--- src/rtl/mux2x32_arbiter_pkg.sv ---
// mux2x32_arbiter_pkg: select codes, arbitration modes and output-register states
package mux2x32_arbiter_pkg;

    localparam logic SEL_A     = 1'b0;
    localparam logic SEL_B     = 1'b1;
    localparam bit   ARB_RR    = 1'b1;
    localparam bit   ARB_FIXED = 1'b0;
    localparam int   MUX_WIDTH = 32;

    typedef enum logic {EMPTY, FULL} ostate_e;

endpackage

--- src/rtl/mux2x32_arbiter_mux.sv ---
// mux2x32: 32-bit two-input multiplexer, S = 0 selects A, S = 1 selects B
module mux2x32 (
    input  logic [31:0] A,
    input  logic [31:0] B,
    input  logic        S,
    output logic [31:0] Y
);

    assign Y = S ? B : A;

endmodule

--- src/rtl/mux2x32_arbiter.sv ---
// mux2x32_arbiter: two-source valid/ready arbiter feeding a one-entry registered output
module mux2x32_arbiter
    import mux2x32_arbiter_pkg::*;
#(
    parameter bit RR    = ARB_RR,
    parameter int WIDTH = 32
) (
    input  logic             Clk,
    input  logic             Clrn,
    input  logic             A_valid,
    input  logic [WIDTH-1:0] A_data,
    output logic             A_ready,
    input  logic             B_valid,
    input  logic [WIDTH-1:0] B_data,
    output logic             B_ready,
    output logic             Y_valid,
    output logic [WIDTH-1:0] Y_data,
    output logic             Y_src,
    input  logic             Y_ready
);

    if (WIDTH != MUX_WIDTH) begin : g_width_chk
        $error("mux2x32_arbiter: WIDTH must be 32 to match mux2x32");
    end

    ostate_e          state_q, state_d;
    logic [WIDTH-1:0] data_q, data_d, mux_y;
    logic             src_q, src_d, last_q, last_d;
    logic             grant, slot_free, xfer_in;

    mux2x32 u_mux (
        .A (A_data),
        .B (B_data),
        .S (grant),
        .Y (mux_y)
    );

    // Readies are gated by Clrn so nothing looks accepted while reset is held.
    always_comb begin
        slot_free = (state_q == EMPTY) | Y_ready;
        grant     = (A_valid & B_valid) ? (RR ? ~last_q : SEL_A) : (B_valid ? SEL_B : SEL_A);
        A_ready   = Clrn & slot_free & A_valid & (grant == SEL_A);
        B_ready   = Clrn & slot_free & B_valid & (grant == SEL_B);
        xfer_in   = A_ready | B_ready;
        state_d   = xfer_in ? FULL : (Y_ready ? EMPTY : state_q);
        data_d    = xfer_in ? mux_y : data_q;
        src_d     = xfer_in ? grant : src_q;
        last_d    = xfer_in ? grant : last_q;
    end

    // last_grant resets to B so that A wins the first contention.
    always_ff @(posedge Clk or negedge Clrn) begin
        if (!Clrn) begin
            state_q <= EMPTY;
            data_q  <= '0;
            src_q   <= SEL_A;
            last_q  <= SEL_B;
        end else begin
            state_q <= state_d;
            data_q  <= data_d;
            src_q   <= src_d;
            last_q  <= last_d;
        end
    end

    assign Y_valid = (state_q == FULL);
    assign Y_data  = data_q;
    assign Y_src   = src_q;

endmodule

--- config.mk ---
export PLATFORM = sky130hd
export DESIGN_NAME = mux2x32_arbiter
export DESIGN_NICKNAME = d
export VERILOG_FILES = /design/src/rtl/mux2x32_arbiter_pkg.sv /design/src/rtl/mux2x32_arbiter_mux.sv /design/src/rtl/mux2x32_arbiter.sv
export SDC_FILE = /design/constraint.sdc
export NUM_CORES = 1
export LEC_CHECK = 0
export ABC_AREA = 1
export CAP_MARGIN = 0
export CORE_ASPECT_RATIO = 0.8
export CORE_MARGIN = 4
export CORE_UTILIZATION = 43
export CTS_BUF_LIST = sky130_fd_sc_hd__clkbuf_4 sky130_fd_sc_hd__clkbuf_8
export DETAILED_ROUTE_END_ITERATION = 10
export GPL_ROUTABILITY_DRIVEN = 1
export GPL_TIMING_DRIVEN = 0
export HOLD_SLACK_MARGIN = 0.12
export PLACE_DENSITY = 0.87
export SLEW_MARGIN = 5
export SYNTH_ARGS = -nofsm -noshare
export SYNTH_HDL_FRONTEND = slang
export SYNTH_SLANG_ARGS = --single-unit
--- constraint.sdc ---
create_clock -name Clk -period 3.65 [get_ports Clk]
set_clock_uncertainty 0.2 [all_clocks]
set_input_delay 1.095 -clock Clk [delete_from_list [all_inputs] [get_ports Clk]]
set_output_delay 1.095 -clock Clk [all_outputs]
set_load 0.005 [all_outputs]
==> results of run 1 <==
[per-stage QoR]
stage               setup TNS, ns  utilization (%)  cell area, um^2  cells  power [mW]
detailed placement          -1.33             71.2             3010    424        1.01
global route                    0             74.6             3160    435        1.40
CTS                             0             74.7             3160    435        1.33
floorplan                       0                -             1910    264       0.711
finish                          0             74.6             3160    435        1.31
global placement           -16.62             71.3             3020    424       0.995
[worst min-delay path: cells and delay by family (launching register included)]
family,cells,cell delay [ns]
flip-flops,1,0.38
AND/OR/NAND/NOR,2,0.10
[layer usage]
metal | routed length [um] | vias to the layer above | track usage, % | part of all wire [%]
met1 | 2480 | 962 | 27.8 | 43
met4 | 12 | 0 | 2.86 | 0.21
met3 | 574 | 2 | 8.67 | 9.9
met5 | 0 | - | 0 | 0
met2 | 2730 | 69 | 33.8 | 47
li1 | - | 1071 | - | -
[registers in the layout (all words and copies together), names as in the netlist]
register  flops
Y_data       32
Y_src         1
Y_valid       1
last_q        1
[layout make-up]
cell class,count,share of cell area (%)
plain buffers,19,4.20
clock buffers,8,3.29
inverters,4,0.476
multi-input cells,206,28.8
flip-flops and latches,35,27.8
well taps,57,2.26
repair buffers,106,33.2
[report_power, final]
| group | switching [mW] | total (mW) | internal [mW] | leakage (nW) |
|---|---|---|---|---|
| logic | 0.200 | 0.484 | 0.285 | 1.12 |
| clock network | 0.130 | 0.309 | 0.180 | 0.0549 |
| registers | 0.0472 | 0.520 | 0.473 | 0.439 |
[placed cells by master (no fill, tap or decap), types with 2 or more instances in the layout]
cell type,instances
clkdlybuf4s50_1,99
buf_6,5
nand2_1,133
clkbuf_8,7
buf_1,2
nand2_4,2
dlygate4sd2_1,2
dfrtp_1,34
buf_4,9
inv_1,3
buf_2,7
nand2_2,2
nand3_1,65
[worst paths after layout]
path,start,to,slack (ns),cells past startpoint
worst max-delay path,Y_ready,B_ready,0.07,7
worst min-delay path,last_q,last_q,0.28,2
worst max register to register,Y_valid,Y_data[10],2.04,6
worst min register to register,last_q,last_q,0.28,2
max in group asynchronous,Clrn,last_q,2.44,1
min in group asynchronous,Clrn,Y_data[21],0.50,1
[cells by family after synthesis]
logic type / after synthesis
DFF: 35
buffers and inverters: 23
AOI/OAI and AO/OA: 2
and+or+nand+nor: 204
[what timing repair did]
item / in CTS / in global routing
setup endpoints to repair: 2 / 1
buffers inserted: 3 / 0
hold buffers: 0 / 0
pin swaps: 3 / 0
gates resized for setup: 10 / 2
==> results by group, run 1 <==
Worst setup path
  • Crit Path Max Fanout: 10
  • Kind of critical path: input pin to output pin
  • Startpoint Class: input pin
  • Slowest CP cell: clkdlybuf4s50_1
  • CP delay by family, top: buffers and inverters
  • CP most frequent cell: inv_1
  • CP arrival: approximately 2.3 ns
  • CP Capture Type: output pin
  • Worst endpoint required time: 2.35 ns
  • CP cell instances: clkdlybuf4s50_1, inv_1, a21boi_2, nand2_4, buf_6, inv_1, dlygate4sd2_1
  • Buf/Inv on CP: 5
  • Max stage delay on crit path: ~0.45 ns

Clock tree
  • Number of CTS-inserted buffers: 5
  • Register clock-pin slew on the reported worst setup and hold paths: 0.07 ns
  • Longest Clk Path Bufs: 2
  • Clock root buffer master: clkbuf_8
  • Worst-Skew Late Latency: roughly 0.27 ns
  • CTS sink cnt: 35
  • CTS tree: done
  • H-tree depth: 2

Global route
  • Initial antenna violation count: 0
  • Largest net degree at the start of global routing: 39
  • GRT overflow: 0
  • First-pass GRT wire length: between 9000 and 10000 um
  • Vias in the first global route: between 1500 and 2000
  • Total GRT Usage: 21.2%

Yosys
  • Synth Cell Area: roughly 0.0019 mm^2
  • Cells after Synth: roughly 260
  • Post-synthesis adder-cell area fraction: 0%
  • Seq/Total Area, Yosys: a little under half
  • Synth area leader: dfrtp_1
  • Async SR Flop Fraction: 100%
  • Yosys reg bits: 35
  • Count of flip-flops with a built-in enable after synthesis: 0
  • Syn_area_per_cell: between 7 and 8 um^2
  • Synth Area in Compound Gates: approximately 1.2%
  • Synth unique cells: 16
  • Post-synthesis mux area share: 0%
  • Largest family of logic cells by synthesized area: simple AND/OR/NAND/NOR gates
  • Synth top area share: between 40 and 50%
  • Post-synth top cells: nand2_1 (134), nand3_1 (65), dfrtp_1 (34), buf_2 (8), buf_4 (6)
  • Syn. warnings: 0
  • Synth Net Count: approximately 330
  • Top-count cell post-synth: nand2_1
  • Synth area leaders: dfrtp_1 (44%), nand2_1 (26%), nand3_1 (17%)
  • Most used DFF post-synth: dfrtp_1
  • Simple-gate share of the synthesized area: between 40% and 50%
  • Post-Synth XOR/XNOR Area: 0%

Run status
  • Status: completed

STA
  • Slew headroom: around 70%
  • Setup ws final: 0.0685 ns
  • Unrepaired setup endpoints after global routing: no
  • Final Critical Period: about 3.6 ns
  • Worst hold margin: about 0.28 ns
  • Final Max Slew Viols: 0
  • FMAX: approximately 280 MHz
  • Slew @ Worst Pin: approximately 0.44 ns
  • Setup Viol. Count Final: 0
  • Final period util: 98.1%
  • Final Hold Fails: 0

Power
  • PwrDens: roughly 420 mW/mm^2
  • Maximum vdd drop: 0.351 mV
  • Static Leak: approximately 1.6 nW

Finish
  • Nets: around 450
  • ANT cells: 0
  • Area of the multi-input gates: 908 um^2
  • Fill count: roughly 340
  • Share of cells above drive strength 1: 10.3%
  • Storage cell area: 877 um^2
  • Synth-to-Final Area Change: 64.9%

Place
  • PortBufs: 103
  • Pre-CTS setup slack: -0.717 ns
  • Dpl hpwl: about 4400 um
  • Routability cong.: roughly 0.75

Hold path
  • HP Class: flip-flop to flip-flop

Run
  • Max-cap violation count: 0

Route
  • Vias per inst: ~4.8
  • Final ANT Viol Nets: 0
  • First-pass DRT Iterations: 4
  • Wire length per cell: about 13 um
  • Final wirelength: between 5000 and 6000 um
  • Initial drt markers: slightly below 90
  • Vias: between 2000 and 2500
  • DRC Markers: 0

Die
  • Die Ht: between 60 and 70 um
  • Site row count: 21
  • # IOs: ~110
  • Starting density of the core: roughly 45%
  • Area of the core: approximately 0.0042 mm^2
  • Die width: 82.6 um
  • Total die area: ~0.0056 mm^2
Note: power is estimated with default switching activity, not from simulation.
==> run 2: changes to the inputs <==
--- a/config.mk
+++ b/config.mk
@@ -11,6 +11,7 @@
 export CORE_MARGIN = 4
 export CORE_UTILIZATION = 43
 export CTS_BUF_LIST = sky130_fd_sc_hd__clkbuf_4 sky130_fd_sc_hd__clkbuf_8
+export CTS_CLUSTER_DIAMETER = 150
 export DETAILED_ROUTE_END_ITERATION = 10
 export GPL_ROUTABILITY_DRIVEN = 1
 export GPL_TIMING_DRIVEN = 0
==> results of run 2 <==
The final DEF is identical to that of run 1; final timing and power are the same.
